File: src/rtl/trap_ctrl.sv
// Trap requester: synchronises machine irqs, prioritises exceptions over interrupts and
// hands one trap at a time to pipeline control. Build with TRAP_VECTORED_EN for vectored irqs.
module trap_ctrl #(
    parameter int IRQ_SYNC_STAGES = 2   // legal range 1..4
) (
    input  logic        clk,
    input  logic        rst,
    input  logic        exc_valid,
    input  logic [3:0]  exc_cause,
    input  logic [31:0] exc_pc,
    input  logic [31:0] exc_tval,
    input  logic        irq_ext,
    input  logic        irq_timer,
    input  logic        irq_sw,
    input  logic        mstatus_mie,
    input  logic [2:0]  mie_bits,
    input  logic [31:0] mtvec,
    input  logic [31:0] int_pc,
    input  logic        trap_insert,
    output logic        trap_req,
    output logic [31:0] trap_addr,
    output logic        trap_commit,
    output logic [31:0] trap_mepc,
    output logic [31:0] trap_mcause,
    output logic [31:0] trap_mtval,
    output logic [2:0]  irq_pending
);

    // state  | meaning
    // IDLE   | no trap outstanding, evaluating exceptions and enabled irqs
    // REQ    | trap latched, trap_req held until trap_insert
    // COMMIT | one-cycle trap_commit with CSR write data
    typedef enum logic [1:0] {
        IDLE   = 2'd0,
        REQ    = 2'd1,
        COMMIT = 2'd2
    } state_t;

    state_t      state;
    logic [2:0]  irq_sync [IRQ_SYNC_STAGES];
    logic [2:0]  irq_en;
    logic [3:0]  irq_code;
    logic [31:0] base_addr;
    logic [31:0] irq_addr;
    logic        lat_irq;
    logic [3:0]  lat_code;
    logic [31:0] lat_tval;
    logic [31:0] lat_pc;

    // bit order {MEIP, MTIP, MSIP}
    always_ff @(posedge clk or posedge rst) begin
        if (rst) begin
            for (int i = 0; i < IRQ_SYNC_STAGES; i++) irq_sync[i] <= 3'b000;
        end else begin
            irq_sync[0] <= {irq_ext, irq_timer, irq_sw};
            for (int i = 1; i < IRQ_SYNC_STAGES; i++) irq_sync[i] <= irq_sync[i-1];
        end
    end

    assign irq_pending = irq_sync[IRQ_SYNC_STAGES-1];
    assign irq_en      = irq_pending & mie_bits & {3{mstatus_mie}};

    always_comb begin
        irq_code = 4'd0;
        if (irq_en[2])      irq_code = 4'd11;
        else if (irq_en[0]) irq_code = 4'd3;
        else if (irq_en[1]) irq_code = 4'd7;
    end

    assign base_addr = {mtvec[31:2], 2'b00};

`ifdef TRAP_VECTORED_EN
    // reserved modes 2/3 fall back to direct
    assign irq_addr = (mtvec[1:0] == 2'b01) ? base_addr + {26'b0, irq_code, 2'b00} : base_addr;
`else
    logic unused_mtvec_mode;
    assign unused_mtvec_mode = ^mtvec[1:0];
    assign irq_addr = base_addr;
`endif

    always_ff @(posedge clk or posedge rst) begin
        if (rst) begin
            state       <= IDLE;
            trap_req    <= 1'b0;
            trap_addr   <= 32'd0;
            trap_commit <= 1'b0;
            trap_mepc   <= 32'd0;
            trap_mcause <= 32'd0;
            trap_mtval  <= 32'd0;
            lat_irq     <= 1'b0;
            lat_code    <= 4'd0;
            lat_tval    <= 32'd0;
            lat_pc      <= 32'd0;
        end else begin
            case (state)
                IDLE: begin
                    if (exc_valid) begin
                        state     <= REQ;
                        trap_req  <= 1'b1;
                        trap_addr <= base_addr;
                        lat_irq   <= 1'b0;
                        lat_code  <= exc_cause;
                        lat_tval  <= exc_tval;
                        lat_pc    <= exc_pc;
                    end else if (|irq_en) begin
                        state     <= REQ;
                        trap_req  <= 1'b1;
                        trap_addr <= irq_addr;
                        lat_irq   <= 1'b1;
                        lat_code  <= irq_code;
                        lat_tval  <= 32'd0;
                        lat_pc    <= exc_pc;
                    end
                end
                REQ: begin
                    if (trap_insert) begin
                        state       <= COMMIT;
                        trap_req    <= 1'b0;
                        trap_commit <= 1'b1;
                        trap_mepc   <= lat_irq ? int_pc : lat_pc;
                        trap_mcause <= {lat_irq, 27'b0, lat_code};
                        trap_mtval  <= lat_tval;
                    end else if (exc_valid && lat_irq) begin
                        // an exception from exec is older than the pending interrupt
                        trap_addr <= base_addr;
                        lat_irq   <= 1'b0;
                        lat_code  <= exc_cause;
                        lat_tval  <= exc_tval;
                        lat_pc    <= exc_pc;
                    end
                end
                COMMIT: begin
                    state       <= IDLE;
                    trap_commit <= 1'b0;
                    trap_mepc   <= 32'd0;
                    trap_mcause <= 32'd0;
                    trap_mtval  <= 32'd0;
                end
                default: begin
                    state    <= IDLE;
                    trap_req <= 1'b0;
                end
            endcase
        end
    end

endmodule
File: config.mk
export PLATFORM = sky130hd
export DESIGN_NAME = trap_ctrl
export DESIGN_NICKNAME = d
export VERILOG_FILES = /design/src/rtl/trap_ctrl.sv
export SDC_FILE = /design/constraint.sdc
export NUM_CORES = 1
export LEC_CHECK = 0
export CAP_MARGIN = 25
export CORE_ASPECT_RATIO = 0.75
export CORE_MARGIN = 10
export CORE_UTILIZATION = 35
export CTS_BUF_LIST = sky130_fd_sc_hd__clkbuf_16
export CTS_CLUSTER_DIAMETER = 30
export CTS_CLUSTER_SIZE = 8
export DETAILED_ROUTE_END_ITERATION = 8
export GPL_ROUTABILITY_DRIVEN = 0
export PLACE_DENSITY = 0.66
export SLEW_MARGIN = 20
export SYNTH_ARGS = -nofsm -noshare
export SYNTH_HDL_FRONTEND = slang
export SYNTH_SLANG_ARGS = --single-unit
File: constraint.sdc
create_clock -name clk -period 8.67 [get_ports clk]
set_input_delay 2.601 -clock clk [delete_from_list [all_inputs] [get_ports clk]]
set_output_delay 2.601 -clock clk [all_outputs]
set_load 0.005 [all_outputs]
==> results of run 1 <==
-- per-layer routing --
| metal | routed length, um | GRT usage [%] | share of wire [%] | vias to the layer above |
|---|---|---|---|---|
| met4 | 165 | 3.44 | 0.81 | 0 |
| met5 | 0 | 0 | 0 | - |
| li1 | - | - | - | 2509 |
| met2 | 9250 | 22.7 | 45 | 182 |
| met3 | 2330 | 8.09 | 11 | 12 |
| met1 | 8710 | 17.5 | 43 | 2529 |
-- flip-flops by register name, summed over array words and instances, names as in the netlist --
| register | flops |
|---|---|
| lat_tval | 32 |
| state | 2 |
| trap_addr | 30 |
| trap_mcause | 5 |
| irq_pending | 3 |
| lat_pc | 32 |
| lat_code | 4 |
| trap_commit | 1 |
| trap_mtval | 32 |
| trap_req | 1 |
| trap_mepc | 32 |
| lat_irq | 1 |
| irq_sync | 3 |
-- worst paths after layout --
path	cells past startpoint	end	startpoint
worst max-delay path	6	lat_pc[0]$_DFFE_PP0P_	mie_bits[0]
worst min-delay path	0	irq_pending[0]$_DFF_PP0_	irq_sync[3]$_DFF_PP0_
worst max register to register	5	lat_pc[0]$_DFFE_PP0P_	irq_pending[2]$_DFF_PP0_
worst min register to register	0	irq_pending[0]$_DFF_PP0_	irq_sync[3]$_DFF_PP0_
max in group asynchronous	3	lat_irq$_DFFE_PP0P_	rst
min in group asynchronous	2	trap_addr[28]$_DFFE_PP0P_	rst
-- worst register-to-register path: cells and delay by family, from the launching register on --
kind	cells	cell delay, ns
buf+inv	1	0.73
mux	1	0.46
flops	1	0.40
compound gates	3	0.70
-- cell usage in the layout, fill, tap and decap left out, drive strengths merged, types with 2 or more instances in the layout --
cell type / instances
a211oi: 8
diode: 2
mux2i: 64
nor2: 11
mux2: 69
clkbuf: 17
o21ai: 61
clkinv: 5
nand3: 62
conb: 29
bufinv: 4
clkdlybuf4s50: 244
buf: 7
dfrtp: 178
nand2: 50
inv: 41
-- logic make-up (layout without fill, tap and decap cells) --
family | count (synthesis) | after routing | share of synthesized area [%]
muxes | 133 | 133 | 19.1
and+or+nand+nor | 127 | 127 | 7.59
other | 1 | 31 | 0.0504
AOI/OAI and AO/OA | 75 | 75 | 5.72
buffers and inverters | 108 | 318 | 7.72
DFF | 178 | 178 | 59.9
-- power by group --
| group | internal [uW] | leakage (uW) | switching [uW] |
|---|---|---|---|
| clock | 488 | 0.000310 | 338 |
| combinational | 808 | 0.00224 | 594 |
| sequential | 1210 | 0.00218 | 181 |
| total | 2510 | 0.00473 | 1110 |
-- area by class of cell --
class / instances / area, um^2
multi-input combinational: 364 / 2530
clock inverter: 14 / 200
timing repair buffer: 251 / 2500
clock buffer: 17 / 425
antenna: 2 / 5.00
tap: 288 / 360
fill: 1915 / 10400
sequential: 178 / 4460
inverter: 36 / 140
-- through the flow --
| step | power [uW] | cell area, um^2 |
|---|---|---|
| 2_1_floorplan | 2140 | 7540 |
| 3_3_place_gp | 2810 | 9980 |
| 3_5_place_dp | 2850 | 9980 |
| 4_1_cts | 3690 | 10600 |
| 5_1_grt | 3880 | 10600 |
| 6_report | 3620 | 10600 |
==> flow_summary_export.csv, run 1 <==
group,metric,value,unit
logic_synthesis,synth.yosys.seq_area_share,59.9,%
placement,dp_hpwl,14400,um
worst_hold_path,hp-class,"register to register",
layout,syn_to_final_growth,42.7,%
clock_network,hold_buffers,0,
setup_path,worstPathRequired,8.97,ns
clock_network,clockBufferDepth,2,
sta,fin_tns_setup,0,ns
global_route,grt.total_usage,14.7,%
sta,max_freq,217,MHz
floorplan,core,21000,um^2
detailed_routing,drtIter0Drc,263,
status,status,"finished clean",
detailed_routing,drcViolationCount,0,
floorplan,die_x,188,um
setup_path,crit_chain,"clkdlybuf4s50_1 > a22oi_1 > a21boi_1 > o311ai_4 > buf_4 > mux2_2",
floorplan,fp-row-count,46,
clock_network,clock_sinks,178,
clock_network,clock_latency,0.42,ns
setup_path,cp_max_fo,60,
setup_path,end_kind,"register",
logic_synthesis,synth_most_common_cell,"dfrtp_1",
global_route,grt_max_degree,119,
placement,dp_cells,1117,
global_route,grt_pass1_wl,32200,um
layout,final_nets,991,
floorplan,dieArea,27500,um^2
clock_network,ctsHtreeMaxLevel,4,
detailed_routing,drt-wirelength-per-cell,17.8,um
layout,stdcell_count,1150,
sta,tightest_slew,0.896,ns
logic_synthesis,synth-seq-cells,178,
logic_synthesis,syn_area,7440,um^2
clock_network,cts_buffers,17,
logic_synthesis,yosys_warnings,0,
logic_synthesis,synth_top_area_share,59.9,%
layout,final_util,50.5,%
layout,drive_above_1_share,12.6,%
logic_synthesis,synth_cell_types,26,
placement,io_buffers,244,
floorplan,die_h,146,um
logic_synthesis,yosys-top-cells-area,"dfrtp_1, mux2_2, mux2i_1, nand3_1, o21ai_0",
sta,final_max_slew_viol_count,0,
detailed_routing,firstDrtPassIters,4,
clock_network,ctsResizeCount,0,
detailed_routing,detail_route.vias_per_cell,4.55,
floorplan,io_pins,276,
setup_path,path_class,"input port to register",
logic_synthesis,synth.largest_area_cell,"dfrtp_1",
detailed_routing,ant_nets,0,
power_and_ir_drop,vdd_drop_max,0.168,mV
detailed_routing,num_vias,5232,
setup_path,crit_family,"buffers and inverters",
run,drv_cap,0,
logic_synthesis,synthTopCellsByCount,"dfrtp_1, mux2_2, mux2i_1",
setup_path,rrSetupSlack,6.25,ns
sta,setup_viol,0,
global_route,grt_pass1_vias,5573,
setup_path,worstSetupStartpointType,"input port",
sta,slew_headroom,40.2,%
clock_network,path_clk_slew,0.07,ns
sta,hold_violations,0,
clock_network,tritoncts,"built",
setup_path,worstPathArrival,4.91,ns
clock_network,cts-root-buf,"clkbuf_16",
sta,min_period,4.61,ns
setup_path,cp_num_buf_inv,2,
sta,min_period_over_period,53.2,%
floorplan,initial_core_util,35.4,%
placement,dp_slack,3.59,ns
setup_path,crit_slowest_cell,"buf_4",
power_and_ir_drop,powerDensity,341,nW/um^2
sta,rsz0062_at_grt,"false",
detailed_routing,wl,20400,um
clock_network,cts_setup_buffers,0,
logic_synthesis,synth_edf_count,0,
power_and_ir_drop,p_leak,0.00473,uW
global_route,antenna_found_initial,1,
setup_path,cpPeakStageDelay,0.73,ns
logic_synthesis,async_flop_share,100,%
sta,whs,0.352,ns
logic_synthesis,ys.flop_type,"dfrtp_1",
sta,fin_ws,4.06,ns
logic_synthesis,synth_cells,622,
logic_synthesis,synth.avg_cell_area,12.0,um^2
sta,finalClockSkew,0.0128,ns
global_route,grt-ovfl-total,0,
Power figures use the tool's default switching activity.
==> run 2, diff against run 1 <==
==> constraint.sdc (replaced) <==
create_clock -name clk -period 4.3 [get_ports clk]
set_input_delay 1.29 -clock clk [delete_from_list [all_inputs] [get_ports clk]]
set_output_delay 1.29 -clock clk [all_outputs]
set_load 0.005 [all_outputs]
==> run 2 against run 1 <==
Non-clock buffer count grew 7; core utilization rose by 0.083 points; first-iteration DRC count down 6.1%; critical path depth grew 1; cell count is 0.35% higher; global-route usage increased by 0.27 points; critical path type unchanged; critical endpoint is now trap_addr[27]$_DFFE_PP0P_.
==> flow_summary_export.csv, run 2 (synthesis gave the netlist of run 1 again) <==
group,metric,value,unit
status,status,"finished clean",
clock_network,cts-root-buf,"clkbuf_16",
detailed_routing,drcViolationCount,0,
power_and_ir_drop,switching_share,31.3,%
sta,final_max_slew_viol_count,0,
power_and_ir_drop,pwr-share-clk,20.3,%
global_route,grt.total_usage,15.0,%
clock_network,hold_buffers,0,
clock_network,cts_setup_buffers,0,
global_route,antenna_found_initial,0,
sta,fin_ws,1.14,ns
clock_network,ctsHtreeMaxLevel,4,
power_and_ir_drop,vdd_drop_max,0.266,mV
sta,min_period,3.16,ns
power_and_ir_drop,p_leak,0.00473,uW
sta,tightest_slew,0.962,ns
layout,fillers,1905,
layout,drive_above_1_share,12.9,%
power_and_ir_drop,p_int,4920,uW
setup_path,path_class,"input port to register",
setup_path,worstSetupStartpointType,"input port",
layout,final_nets,998,
power_and_ir_drop,total_power,7170,uW
clock_network,path_clk_slew,0.07,ns
layout,syn_to_final_growth,42.9,%
setup_path,cp_max_fo,31,
floorplan,initial_core_util,35.4,%
detailed_routing,detail_route.vias_per_cell,4.56,
sta,finalClockSkew,0.0108,ns
power_and_ir_drop,p_sw,2240,uW
floorplan,core,21000,um^2
floorplan,dieArea,27500,um^2
sta,rsz0062_at_grt,"false",
sta,min_period_over_period,73.5,%
power_and_ir_drop,powerDensity,674,nW/um^2
floorplan,die_x,188,um
worst_hold_path,hp-class,"register to register",
clock_network,tritoncts,"built",
worst_hold_path,min_from,"irq_sync[4]$_DFF_PP0_",
global_route,grt_pass1_vias,5701,
detailed_routing,wl,20600,um
placement,io_buffers,244,
sta,fin_tns_setup,0,ns
detailed_routing,num_vias,5257,
sta,hold_violations,0,
placement,dp_hpwl,14700,um
layout,final_util,50.6,%
clock_network,clock_sinks,178,
sta,setup_viol,0,
floorplan,die_h,146,um
detailed_routing,firstDrtPassIters,4,
clock_network,clockBufferDepth,2,
layout,final_common_cell,"clkdlybuf4s50_1",
power_and_ir_drop,pwr-share-comb,40.6,%
detailed_routing,drtIter0Drc,247,
setup_path,startpoint,"mie_bits[0]",
setup_path,worstPathRequired,4.60,ns
clock_network,ctsResizeCount,0,
run,drv_cap,0,
global_route,grt-ovfl-total,0,
sta,slew_headroom,35.6,%
setup_path,r2r-start,"irq_pending[0]$_DFF_PP0_",
clock_network,cts_buffers,17,
setup_path,worstPathArrival,3.45,ns
detailed_routing,drt-wirelength-per-cell,17.9,um
power_and_ir_drop,seq_power_share,39.0,%
detailed_routing,ant_nets,0,
global_route,grt_max_degree,96,
setup_path,end_kind,"register",
sta,max_freq,317,MHz
clock_network,clock_latency,0.42,ns
layout,diodes,0,
layout,final_cell_mix,"clkdlybuf4s50_1, dfrtp_1, mux2_2",
global_route,grt_pass1_wl,32800,um
placement,dp_slack,0.650,ns
floorplan,io_pins,276,
sta,whs,0.349,ns
floorplan,fp-row-count,46,
[run 2: worst paths after layout]
kind                                             endpoint  slack (ns)  cells past startpoint
worst max register to register  trap_addr[27]$_DFFE_PP0P_        2.00                      6
min in group asynchronous          lat_pc[29]$_DFFE_PP0P_        1.36                      3
worst min-delay path             irq_pending[1]$_DFF_PP0_        0.35                      0
worst min register to register   irq_pending[1]$_DFF_PP0_        0.35                      0
max in group asynchronous        lat_tval[26]$_DFFE_PP0P_        2.47                      3
worst max-delay path            trap_addr[27]$_DFFE_PP0P_        1.14                      7
[run 2: power by group through the flow]
stage	sequential (uW)	combinational, uW	clock, uW
CTS	2810	2990	1510
detailed placement	2840	2970	0
floorplan	2820	1500	0
finish	2800	2910	1460
global route	2900	3210	1580
global placement	2810	2920	0
[run 2: cell type report]
| class | instances | area [um^2] | share of cell area, % |
|---|---|---|---|
| clock buffer | 17 | 425 | 4.00 |
| clock inverter | 13 | 113 | 1.06 |
| inverter | 36 | 139 | 1.31 |
| multi-input combinational | 364 | 2530 | 23.8 |
| sequential | 178 | 4460 | 41.9 |
| tap | 288 | 360 | 3.39 |
| timing repair buffer | 258 | 2610 | 24.5 |
[run 2: worst max-delay path: stages]
cell	delay, ns
clkdlybuf4s50_1	0.41
a22oi_1	0.22
a21boi_1	0.09
buf_4	0.17
o311ai_4	0.59
buf_12	0.31
mux2_2	0.36
[run 2: per-layer routing]
| metal | GRT usage (%) | share of wire, % |
|---|---|---|
| met1 | 18.3 | 45 |
| met2 | 23.1 | 44 |
| met3 | 7.81 | 10 |
| met4 | 3.21 | 0.65 |
| met5 | 0 | 0 |
[run 2: metrics by stage]
stage / cells / instance area [um^2]
6_report: 1154 / 10600
5_1_grt: 1154 / 10600
4_1_cts: 1154 / 10600
3_5_place_dp: 1124 / 10100
3_3_place_gp: 1124 / 10100
2_1_floorplan: 650 / 7550
==> run 3, diff against run 2 <==
--- a/config.mk
+++ b/config.mk
@@ -14,7 +14,7 @@
 export CTS_CLUSTER_SIZE = 8
 export DETAILED_ROUTE_END_ITERATION = 8
 export GPL_ROUTABILITY_DRIVEN = 0
-export PLACE_DENSITY = 0.66
+export PLACE_DENSITY = 0.68
 export SLEW_MARGIN = 20
 export SYNTH_ARGS = -nofsm -noshare
 export SYNTH_HDL_FRONTEND = slang
==> constraint.sdc (replaced) <==
create_clock -name clk -period 2.6 [get_ports clk]
set_input_delay 0.78 -clock clk [delete_from_list [all_inputs] [get_ports clk]]
set_output_delay 0.78 -clock clk [all_outputs]
set_load 0.005 [all_outputs]
==> run 3 against run 2 <==
Clock power rose by 76%; non-clock buffer count rose by 17; cell count rose by 1.6%; largest power group unchanged; critical path depth did not move.
==> flow_summary_export.csv, run 3 (synthesis gave the netlist of run 1 again) <==
group,metric,value,unit
sta,hold_violations,0,
placement,io_buffers,244,
global_route,grt_max_degree,119,
detailed_routing,drcViolationCount,0,
detailed_routing,drt-wirelength-per-cell,17.6,um
detailed_routing,detail_route.vias_per_cell,4.56,
clock_network,cts_setup_buffers,0,
detailed_routing,wl,20700,um
setup_path,cp_max_fo,43,
setup_path,end_kind,"register",
floorplan,core,21000,um^2
layout,diodes,0,
clock_network,clock_sinks,178,
detailed_routing,drtIter0Drc,312,
clock_network,path_clk_slew,0.07,ns
placement,dp_hpwl,14900,um
power_and_ir_drop,pwr-share-clk,21.2,%
sta,slew_headroom,54.5,%
floorplan,io_pins,276,
floorplan,die_h,146,um
clock_network,hold_buffers,0,
setup_path,worstSetupStartpointType,"input port",
sta,finalClockSkew,0.0126,ns
placement,place_area,10300,um^2
sta,min_period_over_period,89.3,%
clock_network,ctsHtreeMaxLevel,4,
clock_network,cts_buffers,17,
setup_path,crit_chain,"clkdlybuf4s50_1 > a22oi_1 > a21boi_1 > o311ai_4 > buf_12 > buf_4 > mux2i_1",
sta,setup_viol,0,
global_route,grt_pass1_wl,33000,um
sta,tightest_slew,0.682,ns
power_and_ir_drop,p_sw,3770,uW
setup_path,crit_cells,7,
layout,final_cell_mix,"clkdlybuf4s50_1, dfrtp_1, mux2_2",
floorplan,fp-row-count,46,
layout,syn_to_final_growth,46.1,%
detailed_routing,ant_nets,0,
setup_path,cpPeakStageDelay,0.42,ns
setup_path,path_class,"input port to register",
worst_hold_path,hold_path_depth,0,
sta,whs,0.349,ns
global_route,grt.total_usage,15.0,%
sta,fin_tns_setup,0,ns
layout,fin_area,10900,um^2
placement,dp_cells,1141,
setup_path,worstPathRequired,2.93,ns
layout,final_util,51.7,%
power_and_ir_drop,pwr-share-comb,40.5,%
floorplan,die_x,188,um
status,status,"finished clean",
clock_network,clock_latency,0.42,ns
power_and_ir_drop,switching_share,31.1,%
worst_hold_path,hp-class,"register to register",
sta,final_max_slew_viol_count,0,
global_route,grt-ovfl-total,0,
sta,rsz0062_at_grt,"false",
setup_path,worstPathArrival,2.65,ns
floorplan,dieArea,27500,um^2
global_route,antenna_found_initial,2,
global_route,grt_pass1_vias,5672,
setup_path,crit_family,"buffers and inverters",
layout,drive_above_1_share,14.8,%
power_and_ir_drop,seq_power_share,38.3,%
setup_path,rr_worst_depth,6,
setup_path,cp_num_buf_inv,3,
power_and_ir_drop,p_leak,0.00485,uW
power_and_ir_drop,powerDensity,1120,nW/um^2
layout,final_nets,1015,
run,drv_cap,0,
sta,min_period,2.32,ns
detailed_routing,firstDrtPassIters,5,
setup_path,crit_slowest_cell,"clkdlybuf4s50_1",
detailed_routing,num_vias,5346,
layout,fillers,1871,
floorplan,initial_core_util,35.4,%
power_and_ir_drop,p_int,8360,uW
clock_network,ctsResizeCount,0,
layout,final_common_cell,"clkdlybuf4s50_1",
sta,max_freq,431,MHz
clock_network,cts-root-buf,"clkbuf_16",
clock_network,clockBufferDepth,2,
layout,stdcell_count,1173,
power_and_ir_drop,vdd_drop_max,0.498,mV
clock_network,tritoncts,"built",
[run 3: layer usage]
layer  global-route usage [%]  vias to the layer above  share of wire (%)
met5                        0                        -              0.087
met4                     4.20                        2                1.2
met3                     7.90                       17                 11
met2                     22.5                      196                 44
met1                     18.5                     2579                 44
li1                         -                     2552                  -
[run 3: final cells by class]
class                      instances  area (um^2)  area share (%)
clock inverter                    15          155            1.43
clock buffer                      17          425            3.91
sequential                       178         4460            41.0
timing repair buffer             275         2800            25.8
tap                              288          360            3.32
inverter                          36          139            1.28
multi-input combinational        364         2530            23.3
[run 3: path summary, 6_finish.rpt]
kind	start	end	slack (ns)
setup / recovery	mie_bits[2]	lat_tval[14]$_DFFE_PP0P_	0.28
hold / removal	irq_sync[3]$_DFF_PP0_	irq_pending[0]$_DFF_PP0_	0.35
setup reg to reg	irq_pending[0]$_DFF_PP0_	lat_tval[14]$_DFFE_PP0P_	0.65
hold reg to reg	irq_sync[3]$_DFF_PP0_	irq_pending[0]$_DFF_PP0_	0.35
max in group asynchronous	rst	irq_sync[4]$_DFF_PP0_	1.23
min in group asynchronous	rst	lat_pc[29]$_DFFE_PP0P_	0.70
[run 3: stage by stage]
stage	power (uW)	setup slack [ns]
after floorplan	7130	-0.461
after global placement	9580	-0.111
after detailed placement	9720	-0.164
after CTS	12400	0.283
after global routing	13000	0.150
final	12100	0.278
[run 3: power by group through the flow]
stage	clock [uW]	sequential (uW)	combinational, uW
after floorplan	0	4660	2480
after global placement	0	4650	4930
after detailed placement	0	4700	5010
after CTS	2670	4660	5030
after global routing	2800	4810	5420
final	2570	4640	4920
==> patch (flow settings as in run 3) <==
Add a define of `TRAP_VECTORED_EN`.
--- a/src/rtl/trap_ctrl.sv
+++ b/src/rtl/trap_ctrl.sv
@@ -1,5 +1,7 @@
 // Trap requester: synchronises machine irqs, prioritises exceptions over interrupts and
 // hands one trap at a time to pipeline control. Build with TRAP_VECTORED_EN for vectored irqs.
+`define TRAP_VECTORED_EN
+
 module trap_ctrl #(
     parameter int IRQ_SYNC_STAGES = 2   // legal range 1..4
 ) (
Behaviour: not the same (a bounded check fails within 4 cycles, from zero or initial values and one cycle with rst high).
==> patch against run 3 <==
Non-clock buffer count is 44 higher; register-to-register slack got worse by 0.58 ns; area after synthesis grew 7.8%; design area grew 9.0%; worst hold slack improved by 0.0039 ns; sequential power shrank 1%; worst setup slack worse by 0.23 ns; total power decreased by 4.1%; combinational power is 9.1% lower; sequential cell count unchanged; clock power is essentially flat; routed wire length up 27%.
==> patch: results (changes against run 3) <==
global_route:
  antenna_found_initial: 1  # -1
  first_global_vias: 7189  # +27%
  grt_use_total_pct: 17.5  # +2.4 points
  grt_pass1_wl_mm: 41.1  # +25%
  grt_max_degree: 81  # -32%
detailed_routing:
  routed_via_density: 4.81  # +5.4%
  wl_per_cell_um: 18.0  # +2.0%
  wl_mm: 26.2  # +27%
  drt_iter0_markers: 498  # +60%
synth:
  synth_compound_area_share_pct: 6.79  # +1.1 points
  synth_area_per_cell_sq_um: 9.20  # -23%
  yosys.area_share.xor_xnor_pct: 1.42  # +1.4 points
  muxShareOfSynthArea_pct: 5.15  # -14 points
  ys_top_cells_by_count: "nand2_1, dfrtp_1, nand3_1"
  synth_fa_ha_area_share_pct: 0.874  # +0.87 points
  ys_seq_area_share_pct: 55.5  # -4.3 points
  synth_area_leaders: "dfrtp_1, nand2_1, nand3_1"
final_layout:
  sh_seq_area_pct: 37.6  # -3.4 points
  buffers: 319  # +16%
  multi_input_gates: 625  # +72%
  nets: 1298  # +28%
  n_antenna_cell: 1  # +1
  clk_share_pct: 5.01  # -0.33 points
  inverters: 9  # -75%
  fill_cells: 2076  # +11%
  multi_input_area_sq_um: 3290  # +30%
  area_share_nonclk_buffers_pct: 26.2  # +0.39 points
  area_growth_pct: 47.7
worst_setup_path:
  cp-startpoint: "mstatus_mie"
  reg2reg_from: "irq_pending[2]$_DFF_PP0_"
  r2r_cells: 12  # +6
  arrival_ns: 2.90  # +0.25 ns
  cp_slowest_cell: "or3_4"
  r2r_end: "trap_addr[30]$_DFFE_PP0P_"
  cp_slowest_stage_delay_ns: 0.35  # -0.07 ns
  path_max_fanout: 4  # -91%
  r2r_slack_ns: 0.07  # -0.58 ns
hold_path:
  min_from: "irq_sync[4]$_DFF_PP0_"
  hp-class: "reg2reg"
  hold-path-endpoint: "irq_pending[1]$_DFF_PP0_"
placed_design:
  dpl_cell_area_sq_um: 11200  # +8.5%
  post-place-ws_ns: -0.780  # -0.616 ns
  dpl.cell_count: 1416  # +24%
  dp_hpwl_mm: 19.1  # +28%
  numPortBuffers: 246  # +0.82%
power_and_ir_drop:
  ir_drop_uv: 415  # -16%
  p_leak_nw: 5.49  # +13%
  pwr-share-seq_pct: 39.5  # +1.2 points
  swShare_pct: 35.0  # +3.9 points
  p_int_mw: 7.56  # -9.6%
sta:
  hold_ws_ns: 0.353  # +0.00393 ns
  tightest_slew_ns: 0.692  # +0.0103 ns
  fin_ws_ns: 0.0512  # -0.227 ns
  clock_skew_ns: 0.0200  # +0.00736 ns
run_status:
  status: "completed"
die:
  tapCellCount: 294  # +2.1%
[patch: changes by cell type after synthesis, sizes merged, moves of 4 or more]
| cell | delta |
|---|---|
| nand2 | +214 |
| or3 | +13 |
| xor2 | +9 |
| a31oi | +14 |
| mux2 | -67 |
| clkbuf | +19 |
| nand3 | +42 |
| xnor2 | +4 |
| mux2i | -25 |
| inv | -27 |
| and3 | +5 |
| ha | +4 |
| nand4 | +8 |
| nor2 | +16 |
[patch: per-layer routing]
| layer | part of all wire, % | track usage (%) |
|---|---|---|
| met5 | 0 | 0 |
| met4 | 0.82 | 4.15 |
| met3 | 8.7 | 5.90 |
| met2 | 43 | 25.9 |
| met1 | 47 | 24.1 |
[patch: repair_timing]
action                                  in CTS  in global routing
setup buffers                                5                  3
gates cloned                                 0                  1
endpoints found under the setup margin      20                 13
pin swaps                                   12                 11
gates resized for setup                     11                 10
